`src/rtl/mem_access_stage_pkg.sv`:
```
// Shared types for the MEM-stage data-memory access unit.
// Width codes match RV32I funct3 encodings for loads and stores.
package mem_access_stage_pkg;

  localparam int WORD_W = 32;

  typedef logic [WORD_W-1:0] rv32i_word;

  typedef enum logic [2:0] {
    LB  = 3'b000,
    LH  = 3'b001,
    LW  = 3'b010,
    LBU = 3'b100,
    LHU = 3'b101
  } load_funct3_t;

  typedef enum logic [2:0] {
    SB = 3'b000,
    SH = 3'b001,
    SW = 3'b010
  } store_funct3_t;

  typedef enum logic [1:0] {
    IDLE = 2'd0,
    WAIT = 2'd1,
    HOLD = 2'd2
  } mem_state_t;

endpackage

```
`src/rtl/mem_access_stage_load_align.sv`:
```
// Combinational load alignment: picks the byte/half lane by offset and extends per funct3.
// Zero latency, no state, no backpressure.
module load_align
  import mem_access_stage_pkg::*;
(
  input  logic [2:0]  i_funct3,
  input  logic [1:0]  i_off,
  input  rv32i_word   i_rdata,
  output rv32i_word   o_data
);

  logic [7:0]  w_byte;
  logic [15:0] w_half;

  assign w_byte = i_rdata[{i_off, 3'b000} +: 8];
  assign w_half = i_off[1] ? i_rdata[31:16] : i_rdata[15:0];

  always_comb begin
    o_data = '0;
    case (i_funct3)
      LB:      o_data = {{24{w_byte[7]}}, w_byte};
      LH:      o_data = {{16{w_half[15]}}, w_half};
      LW:      o_data = i_rdata;
      LBU:     o_data = {24'b0, w_byte};
      LHU:     o_data = {16'b0, w_half};
      default: o_data = '0;
    endcase
  end

endmodule

```
`src/rtl/mem_access_stage.sv`:
```
// MEM-stage access unit: request in IDLE/WAIT, bypass load on resp, buffer it in HOLD until advance.
// Zero-wait resp completes without stall; mem_stall holds upstream until dmem_resp. Optional MEM_MISALIGN_TRAP_EN.
module mem_access_stage
  import mem_access_stage_pkg::*;
#(
  parameter int XLEN = 32
) (
  input  logic            clk,
  input  logic            rst,
  input  logic            valid_in,
  input  logic            mem_read_in,
  input  logic            mem_write_in,
  input  logic [2:0]      funct3_in,
  input  logic [XLEN-1:0] addr_in,
  input  logic [XLEN-1:0] store_data_in,
  input  logic            advance,
  output logic [XLEN-1:0] dmem_address,
  output logic            dmem_read,
  output logic            dmem_write,
  output logic [3:0]      dmem_wmask,
  output logic [XLEN-1:0] dmem_wdata,
  input  logic [XLEN-1:0] dmem_rdata,
  input  logic            dmem_resp,
  output logic [XLEN-1:0] load_data_out,
`ifdef MEM_MISALIGN_TRAP_EN
  output logic            misaligned,
`endif
  output logic            mem_stall
);

  mem_state_t r_state;
  rv32i_word  r_buf;

  logic       w_access;
  logic       w_mis;
  logic       w_req;
  logic       w_done;
  rv32i_word  w_aligned;
  logic [3:0] w_wmask;
  rv32i_word  w_wdata;

  assign w_access = valid_in & (mem_read_in | mem_write_in);

`ifdef MEM_MISALIGN_TRAP_EN
  assign w_mis = (r_state == IDLE) & w_access &
                 (((funct3_in[1:0] == 2'b01) & addr_in[0]) |
                  ((funct3_in[1:0] == 2'b10) & (addr_in[1:0] != 2'b00)));
`else
  assign w_mis = 1'b0;
`endif

  // WAIT keeps requesting even if valid_in drops: the access must complete.
  assign w_req  = ((r_state == IDLE) & w_access & ~w_mis) | (r_state == WAIT);
  assign w_done = w_req & dmem_resp;

  load_align u_load_align (
    .i_funct3 (funct3_in),
    .i_off    (addr_in[1:0]),
    .i_rdata  (dmem_rdata),
    .o_data   (w_aligned)
  );

  always_comb begin
    w_wmask = 4'b0000;
    w_wdata = '0;
    case (funct3_in)
      SB: begin
        w_wmask = 4'b0001 << addr_in[1:0];
        w_wdata = {24'b0, store_data_in[7:0]} << {addr_in[1:0], 3'b000};
      end
      SH: begin
        w_wmask = addr_in[1] ? 4'b1100 : 4'b0011;
        w_wdata = addr_in[1] ? {store_data_in[15:0], 16'b0} : {16'b0, store_data_in[15:0]};
      end
      SW: begin
        w_wmask = 4'b1111;
        w_wdata = store_data_in;
      end
      default: begin
        w_wmask = 4'b0000;
        w_wdata = '0;
      end
    endcase
  end

  // Every output is forced low while reset is asserted.
  always_comb begin
    dmem_address  = '0;
    dmem_read     = 1'b0;
    dmem_write    = 1'b0;
    dmem_wmask    = 4'b0000;
    dmem_wdata    = '0;
    load_data_out = '0;
    mem_stall     = 1'b0;
`ifdef MEM_MISALIGN_TRAP_EN
    misaligned    = 1'b0;
`endif
    if (rst) begin
      if (w_req) begin
        dmem_address = {addr_in[XLEN-1:2], 2'b00};
        dmem_read    = mem_read_in;
        dmem_write   = mem_write_in;
        if (mem_write_in) begin
          dmem_wmask = w_wmask;
          dmem_wdata = w_wdata;
        end
      end
      mem_stall = w_req & ~dmem_resp;
      if (r_state == HOLD) begin
        load_data_out = r_buf;
      end else if (w_done & mem_read_in) begin
        load_data_out = w_aligned;
      end
`ifdef MEM_MISALIGN_TRAP_EN
      misaligned = w_mis;
`endif
    end
  end

  always_ff @(posedge clk or negedge rst) begin
    if (!rst) begin
      r_state <= IDLE;
      r_buf   <= '0;
    end else begin
      case (r_state)
        IDLE, WAIT: begin
          if (w_done) begin
            r_buf   <= mem_read_in ? w_aligned : '0;
            r_state <= advance ? IDLE : HOLD;
          end else if (w_req) begin
            r_state <= WAIT;
          end
        end
        HOLD: begin
          if (advance) r_state <= IDLE;
        end
        default: r_state <= IDLE;
      endcase
    end
  end

endmodule

```
`config.mk`:
```
export PLATFORM = sky130hd
export DESIGN_NAME = mem_access_stage
export DESIGN_NICKNAME = d
export VERILOG_FILES = /design/src/rtl/mem_access_stage_pkg.sv /design/src/rtl/mem_access_stage_load_align.sv /design/src/rtl/mem_access_stage.sv
export SDC_FILE = /design/constraint.sdc
export NUM_CORES = 1
export LEC_CHECK = 0
export BUFFER_PORTS_ARGS = -buffer_cell sky130_fd_sc_hd__buf_2
export CAP_MARGIN = 20
export CELL_PAD_IN_SITES_DETAIL_PLACEMENT = 1
export CELL_PAD_IN_SITES_GLOBAL_PLACEMENT = 2
export CORE_MARGIN = 2
export CORE_UTILIZATION = 21
export DETAILED_ROUTE_END_ITERATION = 10
export PLACE_DENSITY = 0.89
export SYNTH_ARGS = -nofsm -noshare
export SYNTH_HDL_FRONTEND = slang
export SYNTH_SLANG_ARGS = --single-unit
```
`constraint.sdc`:
```
create_clock -name clk -period 2.9 [get_ports clk]
set_input_delay 0.29 -clock clk [delete_from_list [all_inputs] [get_ports clk]]
set_output_delay 0.29 -clock clk [all_outputs]
set_load 0.02 [all_outputs]
```
==> results of run 1 <==
==> path summary, 6_finish.rpt <==
kind	slack, ns	endpoint	from
max	0.13	load_data_out[5]	r_state[1]
min	0.09	r_buf[0]	rst
max reg2reg	0.98	r_buf[12]	r_state[1]
min reg2reg	0.48	r_buf[0]	r_buf[0]
max in group asynchronous	2.29	r_state[0]	rst
min in group clk	0.16	r_state[1]	advance
==> per-stage QoR <==
step / cell area, um^2 / hold slack, ns / power [W] / setup slack, ns / std cells
after floorplan: 3010 / -0.00559 / 0.000915 / 0.498 / 393
after global placement: 4260 / 0.136 / 0.00113 / 0.268 / 761
after CTS: 4430 / 0.0919 / 0.00171 / 0.0952 / 771
after global routing: 4430 / 0.0887 / 0.00180 / 0.0101 / 771
final: 4430 / 0.0892 / 0.00170 / 0.126 / 771
after detailed placement: 4270 / 0.137 / 0.00116 / 0.210 / 762
==> Yosys cell counts (4+ instances only) <==
| cell | count |
|---|---|
| a211oi_1 | 16 |
| a21oi_1 | 7 |
| a222oi_1 | 14 |
| a22o_1 | 12 |
| a22oi_1 | 32 |
| and2_1 | 40 |
| buf_2 | 5 |
| clkbuf_1 | 24 |
| dfrtp_1 | 34 |
| mux2_2 | 6 |
| mux2i_1 | 4 |
| nand2_1 | 48 |
| nand2b_1 | 4 |
| nand3_1 | 7 |
| nor2_1 | 54 |
| nor2b_1 | 5 |
| o211ai_1 | 6 |
| o21ai_0 | 29 |
| o21ai_2 | 10 |
==> flip-flops by register name, summed over array words and instances, names as in the netlist <==
| name | flops |
|---|---|
| r_buf | 32 |
| r_state | 2 |
==> kinds of logic after synthesis <==
group | share of synthesized area [%]
buffers and inverters | 5.57
and+or+nand+nor | 28.9
muxes | 4.33
other | 0.125
AOI/OAI and AO/OA | 32.8
DFF | 28.3
==> what timing repair did <==
action | in CTS | in global routing
setup endpoints to repair | 5 | 2
resized for setup | 4 | 2
cloned | 0 | 0
endpoints found under the hold margin | 1 | 0
hold buffers | 1 | 0
pin swaps | 1 | 0
==> metal layers <==
metal	share of wire, %	track usage [%]	wire (um)
met5	0.14	0	21
met4	2.1	5.97	310
met3	5.6	3.80	826
met2	53	35.0	7820
met1	39	21.1	5700
==> critical path, cell delays in order, from the launching register on <==
cell	delay [ns]
dfrtp_1	0.47
or4b_4	0.64
buf_4	0.22
or3_4	0.46
o21ai_0	0.21
buf_2	0.20
==> where the power goes <==
group	internal (W)	switching [W]	total, W
Sequential	0.000551	0.0000441	0.000595
Combinational	0.000219	0.000342	0.000562
Clock	0.000340	0.000199	0.000540
==> cell type report <==
| cell class | instances | area (um^2) | share of cell area (%) |
|---|---|---|---|
| multi-input cells | 322 | 2020 | 45.6 |
| repair buffers | 225 | 1180 | 26.6 |
| flip-flops and latches | 34 | 851 | 19.2 |
| well taps | 180 | 225 | 5.09 |
| clock buffers | 7 | 143 | 3.22 |
| inverters | 2 | 7.51 | 0.170 |
| clock inverters | 1 | 5.00 | 0.113 |
==> run_results.csv, run 1 <==
group,metric,value,unit
synth,synth_area,3010,um^2
worst_setup_path,cp_max_fo,14,
power_and_ir_drop,power_leakage,2.19,nW
place,place.port_buffers,206,
power_and_ir_drop,irDropWorstVdd,0.000220,V
timing,period_share,95.7,%
synth,synth_top_area_cell,"dfrtp_1",
finish,area_growth,47.2,%
place,place_hpwl,11800,um
worst_setup_path,end_kind,"output pin",
global_route,antenna_found_initial,2,
synth,synthArstFlopShare,100,%
timing,finClkSkew,0.00293,ns
synth,ys_seq_area_share,28.3,%
synth,ys_types,45,
timing,final.setup.tns,0,ns
drt,drt_pass1_iterations,5,
global_route,overflow,0,
place,gp_congestion,0.874,
cts,cts_tree,"built",
timing,setup_viol,0,
die,die_y,124,um
die,start_util,21.6,%
run,drv_cap,0,
finish,nets,696,
synth,synthTopCellsByArea,"dfrtp_1, and2_1, a22oi_1",
min_path,min_path_type,"primary input to asynchronous set/reset pin",
drt,drt_wl_total,14700,um
synth,synthCells,392,
timing,slew_viol_final,0,
finish,layout_commonest_cell,"buf_2",
drt,via_per_inst,5.04,
cts,path_clk_slew,0.06,ns
drt,routedWlPerCell,19.0,um
synth,ys_ff_latch,34,
timing,hold_viol_final,0,
synth,ys_warn_count,0,
finish,fin_util,31.8,%
timing,rsz0062_at_grt,"no",
cts,numCtsBuffers,5,
worst_setup_path,path_class,"register to output pin",
global_route,grt_max_degree,34,
die,core_area,13900,um^2
die,dieArea,15300,um^2
drt,drtIter0Drc,218,
die,die_w,124,um
finish,antennaDiodeCount,0,
finish,drive_above_1_share,43.8,%
cts,clock_latency,0.28,ns
cts,cts.sinks,34,
global_route,grt_util_all_layers,18.7,%
finish,layout_common_cells,"buf_2, nor2_1, nand2_1, and2_1, dfrtp_1",
die,ios,209,
synth,synthFlopType,"dfrtp_1",
cts,cts_max_path_buffers,2,
worst_setup_path,crit_arrival,2.48,ns
finish,nFillCells,1721,
worst_setup_path,cp_data_required_time,2.61,ns
synth,synth_edf_count,0,
cts,postCtsSetupBuffers,0,
power_and_ir_drop,power.density,383,nW/um^2
die,num_rows,43,
global_route,first_global_vias,4046,
timing,worst_pin_slew,0.718,ns
worst_setup_path,start_kind,"register",
drt,postRouteAntennaNets,0,
worst_setup_path,reg2reg_depth,4,
outcome,outcome,"finished, final reports clean",
timing,min_period,2.77,ns
drt,vias,3883,
cts,cts_htree_levels,2,
synth,synth.avg_cell_area,7.67,um^2
timing,maxSlewHeadroom,52.1,%
cts,clockRootBuffer,"clkbuf_16",
drt,drc_errors,0,
synth,synth_top_area_share,28.3,%
global_route,grt_pass1_wl,22000,um
timing,max_clock_freq,0.360,GHz
(Power assumes the default switching activity.)
==> run 2: changes to the inputs <==
ABC_AREA = 1   (was unset)
CORE_UTILIZATION = 20   (was 21)
PLACE_DENSITY = 0.9   (was 0.89)
==> run 2 against run 1 <==
Effect of this change:
- sequential cell count unchanged
- worst setup slack better by 0.19 ns
- power down 1.8%
- highest routed layer is now met4
- critical path depth up 2
- die area up 19%
- design area up 8.6%
- worst hold slack better by 0.065 ns
- clock power about the same
- largest power group unchanged
- non-clock buffer count down 7
- combinational power down 2%
- sequential share of layout area down 1.5 points
- synthesized cell count up 62%
==> run_results.csv, run 2 <==
group,metric,value,unit
synth,synthArstFlopShare,100,%
drt,drtIter0Drc,231,
worst_setup_path,path_cells,"dlygate4sd3_1 > buf_2 > nand2_2 > nor2_4 > nand2_2 > nor2_1 > buf_2",
worst_setup_path,crit_arrival,2.30,ns
cts,cts_resized,0,
die,die_y,135,um
die,core_area,16700,um^2
worst_setup_path,end_kind,"output pin",
cts,path_clk_slew,0.05,ns
worst_setup_path,start_kind,"primary input",
timing,period_share,89.2,%
timing,min_period,2.59,ns
worst_setup_path,ff2ff_setup_slack,1.13,ns
synth,synthTopCellsByArea,"nand2_1, dfrtp_1, nor2_1",
synth,ys_types,28,
worst_setup_path,reg2reg_depth,8,
synth,yosysMostFrequentCell,"nand2_1",
finish,final_cells,1051,
global_route,overflow,0,
timing,finClkSkew,0.00222,ns
cts,clock_latency,0.28,ns
cts,numCtsBuffers,5,
timing,worst_pin_slew,0.698,ns
drt,drc_errors,0,
cts,cts_max_path_buffers,2,
drt,vias,4480,
synth,synthFlopType,"dfrtp_1",
die,num_rows,47,
worst_setup_path,crit_slowest_cell,"dlygate4sd3_1",
finish,final_cell_area,4810,um^2
finish,area_growth,39.7,%
drt,routedWlPerCell,14.2,um
die,dieArea,18300,um^2
worst_setup_path,cp_max_fo,27,
drt,drt_wl_total,14900,um
synth,synth_top_area_share,28.9,%
finish,top_register,"r_buf",
global_route,grt_pass1_wl,23300,um
synth,ys_warn_count,0,
place,dp_cells,1042,
worst_setup_path,startpoint,"rst",
worst_setup_path,cp_data_required_time,2.61,ns
synth,ys_ff_latch,34,
place,gp_congestion,0.801,
global_route,first_global_vias,4337,
cts,cts.sinks,34,
global_route,grt_max_degree,34,
power_and_ir_drop,p_total,0.00166,W
global_route,antenna_found_initial,1,
die,start_util,20.6,%
worst_setup_path,reg2reg_from,"r_state[0]",
global_route,grt_util_all_layers,15.8,%
worst_setup_path,r2r-end,"r_buf[11]",
timing,maxSlewHeadroom,53.2,%
synth,synth_area,3440,um^2
timing,holdWs,0.154,ns
finish,nFillCells,2296,
finish,layout_commonest_cell,"nand2_1",
worst_setup_path,cpPeakStageDelay,0.52,ns
finish,largest_reg_flops,32,
place,placed_area,4650,um^2
finish,layout_common_cells,"nand2_1, buf_2, nor2_1, inv_1, a21oi_1",
synth,ys_seq_area_share,24.7,%
min_path,min_path_type,"primary input to register",
timing,slew_viol_final,0,
timing,hold_viol_final,0,
worst_setup_path,crit_end,"dmem_wdata[23]",
place,place.port_buffers,206,
cts,postCtsSetupBuffers,0,
die,ios,209,
drt,postRouteAntennaNets,0,
power_and_ir_drop,power_leakage,3.11,nW
cts,cts_htree_levels,2,
die,die_w,135,um
synth,synth_edf_count,0,
finish,nets,936,
cts,cts_tree,"built",
synth,synthCells,636,
cts,clockRootBuffer,"clkbuf_16",
run,drv_cap,0,
timing,rsz0062_at_grt,"no",
drt,drt_pass1_iterations,4,
timing,final.setup.tns,0,ns
place,place_hpwl,12000,um
drt,via_per_inst,4.26,
finish,top_regs,"r_buf (32), r_state (2)",
synth,synth.avg_cell_area,5.41,um^2
power_and_ir_drop,power.density,346,nW/um^2
synth,synth_top_area_cell,"nand2_1",
power_and_ir_drop,irDropWorstVdd,0.000201,V
timing,max_clock_freq,0.387,GHz
finish,drive_above_1_share,30.2,%
outcome,outcome,"finished, final reports clean",
timing,setup_viol,0,
worst_setup_path,path_class,"primary input to output pin",
finish,antennaDiodeCount,0,
synth,synth_commonest_cells,"nand2_1, nor2_1, inv_1, a21oi_1, dfrtp_1",
[run 2: changes by cell type after synthesis, moves of 22 or more]
cell / delta
a21oi_1: +31
o21ai_0: -27
nand3_1: +22
inv_1: +81
nand2_1: +217
and2_1: -40
nor2_1: +55
[run 2: logic make-up after synthesis]
group	synth area share [%]
AO/OA/AOI/OAI	11.2
buffers and inverters	14.9
flip-flops	24.7
other	0.109
AND/OR/NAND/NOR	49.1
[run 2: timing repair]
| action | CTS | global route |
|---|---|---|
| hold buffers | 1 | 0 |
| setup endpoints to repair | 0 | 0 |
| endpoints found under the hold margin | 11 | 0 |
[run 2: how the worst min path moves through the flow]
stage | start | end | slack [ns] | depth (start not counted)
2_1_floorplan | rst | r_buf[0] | -0.006 | 0
3_3_place_gp | rst | r_buf[18] | 0.24 | 1
3_5_place_dp | rst | r_buf[21] | 0.25 | 1
4_1_cts | advance | r_state[1] | 0.15 | 2
5_1_grt | advance | r_state[1] | 0.15 | 2
6_report | advance | r_state[1] | 0.15 | 2
[run 2: through the flow]
step	utilization [%]	worst slack (ns)
floorplan	-	1.05
global placement	27.8	0.652
detailed placement	27.8	0.585
CTS	28.8	0.281
global route	28.8	0.0614
finish	28.8	0.314
[run 2: layout make-up]
class / count / area, um^2 / share of cell area (%)
clock inverter: 1 / 5.00 / 0.104
timing repair buffer: 218 / 1120 / 23.4
inverter: 87 / 327 / 6.79
tap: 220 / 275 / 5.72
multi-input combinational: 484 / 2080 / 43.4
sequential: 34 / 851 / 17.7
clock buffer: 7 / 143 / 2.97
[run 2: power by group]
group	leakage [nW]	switching, W	internal (W)
clock	0.0739	0.000201	0.000341
combinational	2.58	0.000363	0.000188
sequential	0.460	0.0000337	0.000538
[run 2: routing by layer]
metal,share of wire [%],GRT usage (%),up-vias
li1,-,-,2292
met1,45,21.2,2059
met2,47,26.9,120
met3,6.9,3.33,9
met4,0.60,2.14,0
met5,0,0,-
[run 2: critical path, delay by kind of cell]
kind	cells	cell delay, ns
buf+inv	3	1.08
simple gates	4	0.91
